File: src/rtl/osd_spi_ctrl_if.sv
// OSD link bundle: the three MiST SPI pins going in, the OSD buffer write
// port and status going out.
interface osd_spi_ctrl_if #(
  parameter int BUF_AW = 11
);
  logic              SPI_SCK;
  logic              SPI_SS3;
  logic              SPI_DI;
  logic              osd_enable;
  logic [BUF_AW-1:0] buf_addr;
  logic [7:0]        buf_data;
  logic              buf_we;
  logic              busy;

  modport master (
    output SPI_SCK, SPI_SS3, SPI_DI,
    input  osd_enable, buf_addr, buf_data, buf_we, busy
  );

  modport slave (
    input  SPI_SCK, SPI_SS3, SPI_DI,
    output osd_enable, buf_addr, buf_data, buf_we, busy
  );
endinterface

File: src/rtl/osd_spi_ctrl.sv
// OSD SPI command decoder: oversamples the SPI pins in clk_sys, assembles
// bytes, toggles overlay visibility or streams bytes into the OSD buffer.
//
// state | meaning
// WAIT  | after reset; ignore the link until SS3 is seen high
// IDLE  | no transfer; bit counter cleared
// CMD   | collecting the command byte
// DATA  | each byte becomes one buffer write, address auto-increments
// SKIP  | consume bytes with no effect until SS3 rises
module osd_spi_ctrl #(
  parameter int SYNC_STAGES = 2,
  parameter int BUF_AW      = 11
) (
  input  logic           clk_sys,
  input  logic           reset,
  osd_spi_ctrl_if.slave  bus
);

  typedef enum logic [2:0] {
    ST_WAIT,
    ST_IDLE,
    ST_CMD,
    ST_DATA,
    ST_SKIP
  } state_t;

  logic [SYNC_STAGES-1:0] sck_sync;
  logic [SYNC_STAGES-1:0] ss3_sync;
  logic [SYNC_STAGES-1:0] di_sync;
  logic [SYNC_STAGES-1:0] primed;
  logic                   sck_d;

  logic sck_s;
  logic ss3_s;
  logic di_s;
  logic sck_rise;

  state_t            state;
  logic [2:0]        bit_cnt;
  logic [6:0]        shift_reg;
  logic [7:0]        byte_next;
  logic              byte_done;
  logic              osd_enable;
  logic [BUF_AW-1:0] buf_addr;
  logic [7:0]        buf_data;
  logic              buf_we;

  // SS3 synchronizer resets high so busy reads 0 during and right after reset.
  // primed marks when the synchronizers hold real pin samples again.
  always_ff @(posedge clk_sys) begin
    if (reset) begin
      sck_sync <= '0;
      ss3_sync <= '1;
      di_sync  <= '0;
      primed   <= '0;
      sck_d    <= 1'b0;
    end else begin
      sck_sync <= {sck_sync[SYNC_STAGES-2:0], bus.SPI_SCK};
      ss3_sync <= {ss3_sync[SYNC_STAGES-2:0], bus.SPI_SS3};
      di_sync  <= {di_sync[SYNC_STAGES-2:0], bus.SPI_DI};
      primed   <= {primed[SYNC_STAGES-2:0], 1'b1};
      sck_d    <= sck_s;
    end
  end

  assign sck_s     = sck_sync[SYNC_STAGES-1];
  assign ss3_s     = ss3_sync[SYNC_STAGES-1];
  assign di_s      = di_sync[SYNC_STAGES-1];
  assign sck_rise  = sck_s & ~sck_d;
  assign byte_next = {shift_reg, di_s};
  // ss3_s high masks the edge, so SS3 rising together with SCK wins
  assign byte_done = sck_rise & ~ss3_s & (bit_cnt == 3'd7);

  always_ff @(posedge clk_sys) begin
    if (reset) begin
      state      <= ST_WAIT;
      bit_cnt    <= 3'd0;
      shift_reg  <= 7'd0;
      osd_enable <= 1'b0;
      buf_addr   <= '0;
      buf_data   <= 8'd0;
      buf_we     <= 1'b0;
    end else begin
      buf_we <= 1'b0;
      if (buf_we)
        buf_addr <= buf_addr + 1'b1;

      if (state == ST_WAIT) begin
        bit_cnt <= 3'd0;
        if (primed[SYNC_STAGES-1] && ss3_s)
          state <= ST_IDLE;
      end else if (ss3_s) begin
        state   <= ST_IDLE;
        bit_cnt <= 3'd0;
      end else begin
        if (state == ST_IDLE)
          state <= ST_CMD;
        if (sck_rise) begin
          shift_reg <= byte_next[6:0];
          bit_cnt   <= bit_cnt + 3'd1;
        end
        if (byte_done) begin
          case (state)
            ST_CMD: begin
              if (byte_next[7:4] == 4'h4) begin
                osd_enable <= byte_next[0];
                state      <= ST_SKIP;
              end else if (byte_next[7:3] == 5'b00100) begin
                buf_addr <= BUF_AW'({byte_next[2:0], 8'h00});
                state    <= ST_DATA;
              end else begin
                state <= ST_SKIP;
              end
            end
            ST_DATA: begin
              buf_we   <= 1'b1;
              buf_data <= byte_next;
            end
            default: ;
          endcase
        end
      end
    end
  end

  assign bus.osd_enable = osd_enable;
  assign bus.buf_addr   = buf_addr;
  assign bus.buf_data   = buf_data;
  assign bus.buf_we     = buf_we;
  assign bus.busy       = ~ss3_s;

endmodule

File: src/flat_wrapper.sv
// flat-port wrapper written by rule: the top's interface ports become plain ports
module osd_spi_ctrl_flat 
#(
  parameter int SYNC_STAGES = 2,
  parameter int BUF_AW      = 11
)
  (clk_sys, reset, bus_SPI_SCK, bus_SPI_SS3, bus_SPI_DI, bus_osd_enable, bus_buf_addr, bus_buf_data, bus_buf_we, bus_busy);
  osd_spi_ctrl_if #(.BUF_AW(BUF_AW)) bus_i ();
  input  logic clk_sys;
  input  logic reset;
  input wire logic [$bits(bus_i.SPI_SCK)-1:0] bus_SPI_SCK;
  input wire logic [$bits(bus_i.SPI_SS3)-1:0] bus_SPI_SS3;
  input wire logic [$bits(bus_i.SPI_DI)-1:0] bus_SPI_DI;
  output wire logic [$bits(bus_i.osd_enable)-1:0] bus_osd_enable;
  output wire logic [$bits(bus_i.buf_addr)-1:0] bus_buf_addr;
  output wire logic [$bits(bus_i.buf_data)-1:0] bus_buf_data;
  output wire logic [$bits(bus_i.buf_we)-1:0] bus_buf_we;
  output wire logic [$bits(bus_i.busy)-1:0] bus_busy;
  assign bus_i.SPI_SCK = bus_SPI_SCK;
  assign bus_i.SPI_SS3 = bus_SPI_SS3;
  assign bus_i.SPI_DI = bus_SPI_DI;
  assign bus_osd_enable = bus_i.osd_enable;
  assign bus_buf_addr = bus_i.buf_addr;
  assign bus_buf_data = bus_i.buf_data;
  assign bus_buf_we = bus_i.buf_we;
  assign bus_busy = bus_i.busy;
  osd_spi_ctrl #(.SYNC_STAGES(SYNC_STAGES), .BUF_AW(BUF_AW)) u_core (.clk_sys(clk_sys), .reset(reset), .bus(bus_i));
endmodule
File: config.mk
export PLATFORM = sky130hd
export DESIGN_NAME = osd_spi_ctrl_flat
export DESIGN_NICKNAME = d
export VERILOG_FILES = /design/src/rtl/osd_spi_ctrl_if.sv /design/src/rtl/osd_spi_ctrl.sv /design/src/flat_wrapper.sv
export SDC_FILE = /design/constraint.sdc
export NUM_CORES = 1
export LEC_CHECK = 0
export ABC_AREA = 1
export ABC_CLOCK_PERIOD_IN_PS = 2100
export BUFFER_PORTS_ARGS = -buffer_cell sky130_fd_sc_hd__clkbuf_2
export CAP_MARGIN = 20
export CORE_ASPECT_RATIO = 0.5
export CORE_UTILIZATION = 55
export DETAILED_ROUTE_END_ITERATION = 12
export GPL_TIMING_DRIVEN = 0
export PLACE_DENSITY = 0.77
export SETUP_SLACK_MARGIN = 0.2
export SLEW_MARGIN = 5
export SYNTH_ARGS = -nofsm -noshare
export SYNTH_HDL_FRONTEND = slang
export SYNTH_SLANG_ARGS = --single-unit
export TNS_END_PERCENT = 5
File: constraint.sdc
create_clock -name clk_sys -period 2.1 [get_ports clk_sys]
set_input_delay 0.21 -clock clk_sys [delete_from_list [all_inputs] [get_ports clk_sys]]
set_output_delay 0.21 -clock clk_sys [all_outputs]
set_load 0.02 [all_outputs]
== After elaboration in Yosys (flattened, before gate mapping) ==
Index checks and enable logic that the tools add are counted.
Storage, ports and cells
  bits of input ports: 5
  word-level logic and storage cells: 53
  bits in registers: 43
Cells by class
  equal/unequal tests: 7
  bitwise gates (word level): 7
  reductions and logical operators: 7
  add/subtract/negate cells: 2
  multiplexer cells: 17
Operators by type and width (number)
  11-bit 2-to-1 mux: 7
  3-bit 2-to-1 mux: 8
  11-bit by 1-bit adder with 11-bit output, second input constant: 1
  3-bit by 2-bit equality test with 1-bit output, second input constant: 2
  5-bit by 3-bit equality test with 1-bit output, second input constant: 1
  5-bit AND reduction: 1
  4-bit by 3-bit equality test with 1-bit output, second input constant: 1
  1-bit NOT: 4
  4-bit AND reduction: 1
  4-bit OR reduction: 1
  3-bit by 1-bit adder with 3-bit output, second input constant: 1
  1-bit bitwise AND: 3
  3-bit by 1-bit equality test with 1-bit output, second input constant: 1
  3-bit equality test, second input constant: 1
  3-bit logical NOT: 1
  3-bit AND reduction: 1
  3-bit OR reduction: 1
  1-bit 2-to-1 mux: 2
  2-bit inequality test, second input constant: 1
  1-bit logical AND: 1

== Logic depth before layout (Yosys ltp) ==
Gate-level depths: netlist of the first run.
  word-level depth: 8
  depth in mapped cells: 12
  mapped depth without buffers: 11

== Worst setup path after synthesis of the first run ==
Ideal clock, no wire load.
  path type: register to register
  start: register u_core.bit_cnt[0]
  end: register u_core.buf_addr[9] (netlist: u_core.bus.buf_addr[9])
  clock period less this slack: 1.433 ns
  arrival: 1.324 ns
  stages on the path, launching flop included: 13
  buffers on the path: 1
  setup slack: 0.667 ns
  cells stage by stage: dfxtp_1 ha_1 ha_1 inv_1 nor2_1 nand2_2 nor2_4 nand2_4 nand2_4 buf_6 nand2_2 nand2_1 inv_1
Between the ends
  word-level cells in the longest chain between the ends: 5
RTL lines
  start, declared: RTL line osd_spi_ctrl.sv:39  | logic [2:0] bit_cnt;
  start signal, assigned: RTL line osd_spi_ctrl.sv:100  | bit_cnt <= bit_cnt + 3'd1;
  3-bit equality test: RTL line osd_spi_ctrl.sv:72  | assign byte_done = sck_rise & ~ss3_s & (bit_cnt == 3'd7);
  1-bit bitwise AND: RTL line osd_spi_ctrl.sv:72
  11-bit 2-to-1 mux: RTL line osd_spi_ctrl.sv:102  | if (byte_done) begin
  11-bit 2-to-1 mux: RTL line osd_spi_ctrl.sv:92  | end else if (ss3_s) begin
  11-bit 2-to-1 mux: RTL line osd_spi_ctrl.sv:88  | if (state == ST_WAIT) begin
  end signal, assigned: RTL line osd_spi_ctrl.sv:86  | buf_addr <= buf_addr + 1'b1;
  end signal, assigned: RTL line osd_spi_ctrl.sv:109  | buf_addr <= BUF_AW'({byte_next[2:0], 8'h00});
  end, declared: RTL line osd_spi_ctrl.sv:44  | logic [BUF_AW-1:0] buf_addr;
No other way between the ends.
A chain may end at the register's enable or synchronous reset.

== Final worst setup path of the first run ==
Ends and elaborated chain as after synthesis.

==> summary.md, run 1 <==
| Metric | Value |
|---|---|
| Launching point of the worst reg2reg path | `u_core.bit_cnt[0]$_SDFFE_PP0P_` |
| Top fanout value on the critical path | `10` |
| Remaining DRCs | `0` |
| Number of diodes added for antenna fixing | `0` |
| Number of nets with antenna violations after routing | `0` |
| Total wire length | `3.396 mm` |
| Max cap viols | `0` |
| Required @ worst endpoint | `2300 ps` |
| Setup skew after layout | `10.33 ps` |
| Clock Pin Slew Worst Setup and Hold Paths | `80 ps` |
| Ratio of total power to cell area | `774.3 nW/µm²` |
| Setup slack after placement | `519.0 ps` |
| Endpoint class of the critical path | `register` |
| Number of max-slew violations in the final report | `0` |
| Synthesis Warnings | `0` |
| H-tree depth reported by CTS | `2` |
| Global router's overall resource usage | `22.28%` |
| Number of buffers between clock root and the deepest sink | `2` |
| Hold_ws | `96.06 ps` |
| Netlist area before placement | `1792 µm²` |
| Inserted Clock Buffers | `5` |
| Pwr Total | `1.626 mW` |
| Clock tree from TritonCTS | `built` |
| Share of layout cells above drive strength 1 | `19.12%` |
| Number of DRC markers in iteration 0 | `34` |
| Worst relative slew slack | `72.58%` |
| End point of the worst hold path | `u_core.di_sync[0]$_SDFF_PP0_` |
| Distinct cell type count after synthesis | `22` |
| Hold Crit Class | `in2reg` |
| I/O pin total | `27` |
| Final setup violation count | `0` |
| Pin count of the biggest net entering global routing | `14` |
| Routed wire per std cell | `10.88 µm` |
| Hold path cells | `3` |
| Worst Path Class, Setup | `reg2reg` |
| Min Clock Period, post-route | `1603 ps` |
| Final cell count without fillers | `312` |
| Cell count of the worst reg-to-reg path | `12` |
| Floorplan die width | `82.72 µm` |
| Area of the core | `3048 µm²` |
| Clock net sink count | `43` |
| Setup repair after global routing missed its margin | `false` |
| Input/output buffers | `25` |
| Startpoint kind of the worst setup timing path | `register` |
| First-pass GRT wire length | `5.727 mm` |
| Number of inserted filler cells in the final layout | `266` |
| Upper clock frequency limit | `623.7 MHz` |
| Worst Max-Slew Pin Slew | `411.3 ps` |
| Final hold violation count | `0` |
| Final weighted congestion of routability-driven global placement | `0.7972` |
| Std cell rows | `14` |
| Post-route cell area | `2100 µm²` |
| Leak | `0.9345 nW` |
| Part of the Yosys area used for sequential elements | `48.04%` |
| Largest voltage drop on the vdd net | `0.0005684 V` |
| Via count of the first global-routing pass | `1415` |
| Number of detailed-route iterations in the first pass | `4` |
| Mean Syn Cell Area | `7.497 µm²` |
| Run status | `complete, no violations` |
| Starting density of the core | `58.78%` |
| Worst path arrival time | `1800 ps` |
| Post-CTS resize count | `0` |
| Buffer type at the clock tree root | `clkbuf_8` |
| Latest clock arrival within the worst-skew pair | `300 ps` |
| Via/cell ratio | `4.907` |
| Post-layout net count | `279` |
| Area Overhead vs Synth | `17.18%` |
| Antenna violations before repair | `0` |
| Critical register-to-register path endpoint | `u_core.bus.buf_addr[9]$_SDFF_PP0_` |
| Post-Syn Nets | `247` |
| Utilization after layout | `68.88%` |
| R2r setup slk | `500 ps` |
| DP Area | `1967 µm²` |
| Largest register FFs | `11` |
| Global-route congestion overflow total | `0` |
| Worst min-delay path startpoint | `bus_SPI_DI` |
| Number of hold buffers added after CTS | `0` |
| Die height | `42.36 µm` |
| Number of synthesized register bits | `43` |
| Setup Total Neg Slack | `0 ps` |
| Post-CTS setup buffer count | `0` |
| Mapped Cells | `239` |
| Placed cell count | `304` |
| Share of the clock period used by the worst path | `76.35%` |
| Slack of the critical path | `496.7 ps` |
| Post-DP HPWL | `2.447 mm` |
| Area of the die | `3504 µm²` |
| Routed via count | `1531` |
## cells by family (layout without fill, tap and decap cells)
logic type      after synthesis  in the layout  synth area share (%)
fa+ha+maj                     3              3                 2.095
simple gates                121            121                 30.80
buf+inv                      40             73                 9.008
xor+xnor                      5              5                 2.444
compound gates               27             27                 7.612
flops                        43             43                 48.04
## critical path: stages, from the launching register on
cell,delay (ps)
dfxtp_1,360
ha_1,170
ha_1,160
inv_1,40
nor2_1,110
nand2_2,100
nor2_4,120
nand2_4,90
nand2_4,70
buf_6,140
nand2_2,50
nand2_1,60
inv_1,30
## final cells by class
cell class	instances	area [µm²]	area share, %
repair buffers	25	125.1	5.959
multi-input cells	156	769.5	36.65
plain buffers	5	30.03	1.430
inverters	35	131.4	6.257
clock buffers	6	72.57	3.457
clock inverters	2	60.06	2.861
flip-flops and latches	43	860.8	41.00
well taps	40	50.05	2.384
## metal layers
metal	part of all wire [%]	GRT usage (%)
met5	0	0
met4	1.2	8.966
met1	50	26.62
met3	4.4	7.174
met2	44	37.05
## power by group
part,internal (mW),leakage (nW),switching [mW],total (mW)
sequential,0.824,0.349,0.00608,0.830
clock,0.475,0.0654,0.271,0.747
combinational,0.0180,0.521,0.0307,0.0487
total,1.32,0.934,0.308,1.63
## Yosys cell counts
cell | number | area, µm²
o21ai_0 | 10 | 50.05
nand3_1 | 16 | 80.08
nand2_4 | 2 | 22.52
nand2_2 | 5 | 31.28
inv_2 | 2 | 7.510
buf_6 | 1 | 11.26
nor2_1 | 30 | 112.6
dfxtp_1 | 43 | 860.8
nor3_1 | 8 | 40.04
xor2_1 | 4 | 35.03
nor2_4 | 2 | 22.52
a21oi_1 | 16 | 80.08
ha_1 | 3 | 37.54
xnor2_1 | 1 | 8.760
buf_2 | 3 | 15.01
a31oi_1 | 1 | 6.260
inv_1 | 33 | 123.9
or2_2 | 2 | 12.51
clkbuf_1 | 1 | 3.750
nand4_1 | 5 | 31.28
nor2_2 | 3 | 18.77
nand2_1 | 48 | 180.2
## placed cells by master, fill, tap and decap left out
master / instances
dfxtp_1: 43
xnor2_1: 1
nand2_4: 2
nor3_1: 8
xor2_1: 4
nand3_1: 16
inv_1: 33
nand2_2: 5
nor2_2: 3
buf_2: 3
nand4_1: 5
clkbuf_1: 2
o21ai_0: 10
buf_6: 1
nor2_4: 2
nand2_1: 48
a31oi_1: 1
ha_1: 3
or2_2: 2
bufinv_16: 2
nor2_1: 30
clkbuf_2: 25
inv_2: 2
a21oi_1: 16
clkbuf_8: 5
## worst max-delay path by stage
| stage | cells past startpoint | slack [ps] | to | from |
|---|---|---|---|---|
| detailed placement | 12 | 520 | u_core.bus.buf_addr[9]$_SDFF_PP0_ | u_core.bit_cnt[0]$_SDFFE_PP0P_ |
| CTS | 12 | 490 | u_core.bus.buf_addr[9]$_SDFF_PP0_ | u_core.bit_cnt[0]$_SDFFE_PP0P_ |
| finish | 12 | 500 | u_core.bus.buf_addr[9]$_SDFF_PP0_ | u_core.bit_cnt[0]$_SDFFE_PP0P_ |
| floorplan | 12 | 670 | u_core.bus.buf_addr[9]$_SDFF_PP0_ | u_core.bit_cnt[0]$_SDFFE_PP0P_ |
| global route | 12 | 320 | u_core.bus.buf_addr[8]$_SDFF_PP0_ | u_core.bit_cnt[0]$_SDFFE_PP0P_ |
| global placement | 12 | 540 | u_core.bus.buf_addr[9]$_SDFF_PP0_ | u_core.bit_cnt[0]$_SDFFE_PP0P_ |
Power figures use the tool's default switching activity.
==> run 2, diff against run 1 <==
--- a/config.mk
+++ b/config.mk
@@ -6,14 +6,14 @@
 export NUM_CORES = 1
 export LEC_CHECK = 0
 export ABC_AREA = 1
-export ABC_CLOCK_PERIOD_IN_PS = 2100
+export ABC_CLOCK_PERIOD_IN_PS = 1340
 export BUFFER_PORTS_ARGS = -buffer_cell sky130_fd_sc_hd__clkbuf_2
 export CAP_MARGIN = 20
 export CORE_ASPECT_RATIO = 0.5
-export CORE_UTILIZATION = 55
+export CORE_UTILIZATION = 50
 export DETAILED_ROUTE_END_ITERATION = 12
 export GPL_TIMING_DRIVEN = 0
-export PLACE_DENSITY = 0.77
+export PLACE_DENSITY = 0.74
 export SETUP_SLACK_MARGIN = 0.2
 export SLEW_MARGIN = 5
 export SYNTH_ARGS = -nofsm -noshare
==> constraint.sdc (replaced) <==
create_clock -name clk_sys -period 1.34 [get_ports clk_sys]
set_input_delay 0.134 -clock clk_sys [delete_from_list [all_inputs] [get_ports clk_sys]]
set_output_delay 0.134 -clock clk_sys [all_outputs]
set_load 0.02 [all_outputs]
==> run 2 against run 1 <==
Effect of this change:
- the run now ends with negative setup slack left
- clock power up 61%
- sequential power increased by 57%
- hold slack lost 84 ps
- first-iteration DRC count rose by 15%
- non-clock buffer count rose by 7
- sequential share of layout area shrank 3.1 points
- maximum frequency grew 9.8%
- core utilization is 2.4 points higher
- final cell count up 4.8%
- design area up 8.9%
- register-to-register slack lost 620 ps
- combinational power increased by 110%
- critical path type unchanged
- largest power group unchanged
- highest routed layer unchanged
==> summary.md, run 2 (same netlist as run 1, synthesis figures left out) <==
| Metric | Value |
|---|---|
| Number of nets with antenna violations after routing | `0` |
| Worst relative slew slack | `70.29%` |
| Total wire length | `3.591 mm` |
| Hold_ws | `12.16 ps` |
| Antenna violations before repair | `0` |
| Cell breakdown of the critical path | `ha_4, ha_4, inv_2, nor2_2, nand2_2, nor2_4, nand2_4, nand2_4, buf_12, buf_16, nor2_1` |
| Latest clock arrival within the worst-skew pair | `300 ps` |
| Run status | `complete, but fails checks` |
| Number of detailed-route iterations in the first pass | `4` |
| Worst Path Class, Setup | `reg2reg` |
| DP Area | `2007 µm²` |
| Required @ worst endpoint | `1540 ps` |
| Setup skew after layout | `6.125 ps` |
| Post-DP HPWL | `2.466 mm` |
| Clock Pin Slew Worst Setup and Hold Paths | `80 ps` |
| Number of inserted filler cells in the final layout | `267` |
| Endpoint class of the critical path | `register` |
| Number of buffers between clock root and the deepest sink | `2` |
| Clock tree from TritonCTS | `built` |
| Floorplan die width | `86.66 µm` |
| Highest-count cells in the layout ignoring fill and taps | `nand2_1, dfxtp_1, inv_1` |
| Routed via count | `1586` |
| First-pass GRT wire length | `5.996 mm` |
| Min Clock Period, post-route | `1460 ps` |
| Setup Total Neg Slack | `-1581 ps` |
| Hold Crit Class | `in2reg` |
| Pin count of the biggest net entering global routing | `15` |
| Area of the die | `3841 µm²` |
| Input/output buffers | `25` |
| Utilization after layout | `71.31%` |
| Leak | `0.9868 nW` |
| Share of layout cells above drive strength 1 | `27.60%` |
| Setup repair after global routing missed its margin | `true` |
| Largest register FFs | `11` |
| Area Overhead vs Synth | `27.58%` |
| Delay of the slowest cell on the worst path | `370 ps` |
| Slack of the critical path | `-119.9 ps` |
| Upper clock frequency limit | `685.0 MHz` |
| Via/cell ratio | `4.850` |
| Remaining DRCs | `0` |
| Largest voltage drop on the vdd net | `0.0008133 V` |
| Buffer type at the clock tree root | `clkbuf_8` |
| Post-layout net count | `286` |
| Routed wire per std cell | `10.98 µm` |
| Top fanout value on the critical path | `5` |
| Starting density of the core | `55.89%` |
| Final weighted congestion of routability-driven global placement | `0.8176` |
| Ratio of total power to cell area | `1137 nW/µm²` |
| Global router's overall resource usage | `20.62%` |
| Max cap viols | `0` |
| Area of the core | `3206 µm²` |
| I/O pin total | `27` |
| Std cell rows | `14` |
| Number of diodes added for antenna fixing | `0` |
| Global-route congestion overflow total | `0` |
| Commonest non-fill, non-tap cell in the layout | `nand2_1` |
| Number of max-slew violations in the final report | `0` |
| Inserted Clock Buffers | `5` |
| Die height | `44.33 µm` |
| Share of the clock period used by the worst path | `108.9%` |
| Startpoint kind of the worst setup timing path | `register` |
| Post-route cell area | `2286 µm²` |
| Master of the slowest instance on the critical path | `dfxtp_4` |
| Via count of the first global-routing pass | `1405` |
| H-tree depth reported by CTS | `2` |
| Final hold violation count | `0` |
| Worst path arrival time | `1660 ps` |
| Clock net sink count | `43` |
| Final setup violation count | `23` |
| Number of DRC markers in iteration 0 | `39` |
| Worst Max-Slew Pin Slew | `445.6 ps` |
| Violated checks | `negative setup slack` |
==> run 2: cell types whose count changed in the layout (fill, tap and decap cells not counted), sizes merged <==
cell | previous run | this run
clkinvlp | 0 | 1
buf | 4 | 11
clkbuf | 32 | 31
==> run 2: report_power, final <==
group | switching [mW] | leakage [nW] | total (mW) | internal (mW)
clock network | 0.455 | 0.0644 | 1.20 | 0.743
registers | 0.0106 | 0.350 | 1.30 | 1.29
logic | 0.0548 | 0.572 | 0.100 | 0.0455
total | 0.521 | 0.987 | 2.60 | 2.08
==> run 2: cell type report <==
type / instances / area (µm²) / share of cell area, %
Tap cell: 48 / 60.06 / 2.627
Timing Repair Buffer: 32 / 210.2 / 9.195
Inverter: 35 / 131.4 / 5.747
Sequential cell: 43 / 867.1 / 37.93
Clock inverter: 3 / 67.56 / 2.956
Multi-Input combinational cell: 156 / 837.1 / 36.62
Buffer: 5 / 43.79 / 1.916
Clock buffer: 5 / 68.82 / 3.010
==> run 2: layer usage <==
| layer | track usage (%) | wire length [µm] | vias to the layer above |
|---|---|---|---|
| met5 | 0 | 0 | - |
| met3 | 7.463 | 188 | 5 |
| met4 | 5.667 | 30 | 0 |
| met1 | 25.61 | 1715 | 724 |
| met2 | 34.60 | 1657 | 32 |
| li1 | - | - | 825 |
==> run 2: final timing paths <==
kind	slack [ps]	start	to	depth (start not counted)
worst min-delay path	10	bus_SPI_DI	u_core.di_sync[0]$_SDFF_PP0_	3
worst max register to register	-120	u_core.bit_cnt[0]$_SDFFE_PP0P_	u_core.bus.buf_addr[5]$_SDFF_PP0_	11
worst max-delay path	-120	u_core.bit_cnt[0]$_SDFFE_PP0P_	u_core.bus.buf_addr[5]$_SDFF_PP0_	11
worst min register to register	400	u_core.sck_sync[0]$_SDFF_PP0_	u_core.sck_sync[1]$_SDFF_PP0_	2
==> run 2: repair_timing <==
action / CTS / global route
resized for setup: 17 / 8
buffers inserted: 5 / 1
gates cloned: 1 / 0
setup endpoints to repair: 32 / 33
pin swaps: 6 / 1
hold buffers: 0 / 0
==> run 2: critical path: cells and delay by family, from the launching register on <==
kind                       cells  cell delay, ps
adders and majority gates      2             270
and+or+nand+nor                6             490
buffers and inverters          3             240
DFF                            1             370
==> run 2: metrics by stage <==
step	cells	total power [mW]	worst slack, ps
4_1_cts	326	2.615	-139.3
3_5_place_dp	312	1.408	-180.3
5_1_grt	327	2.685	-195.5
3_3_place_gp	312	1.406	-162.1
2_1_floorplan	239	1.388	-69.73
6_report	327	2.599	-119.9
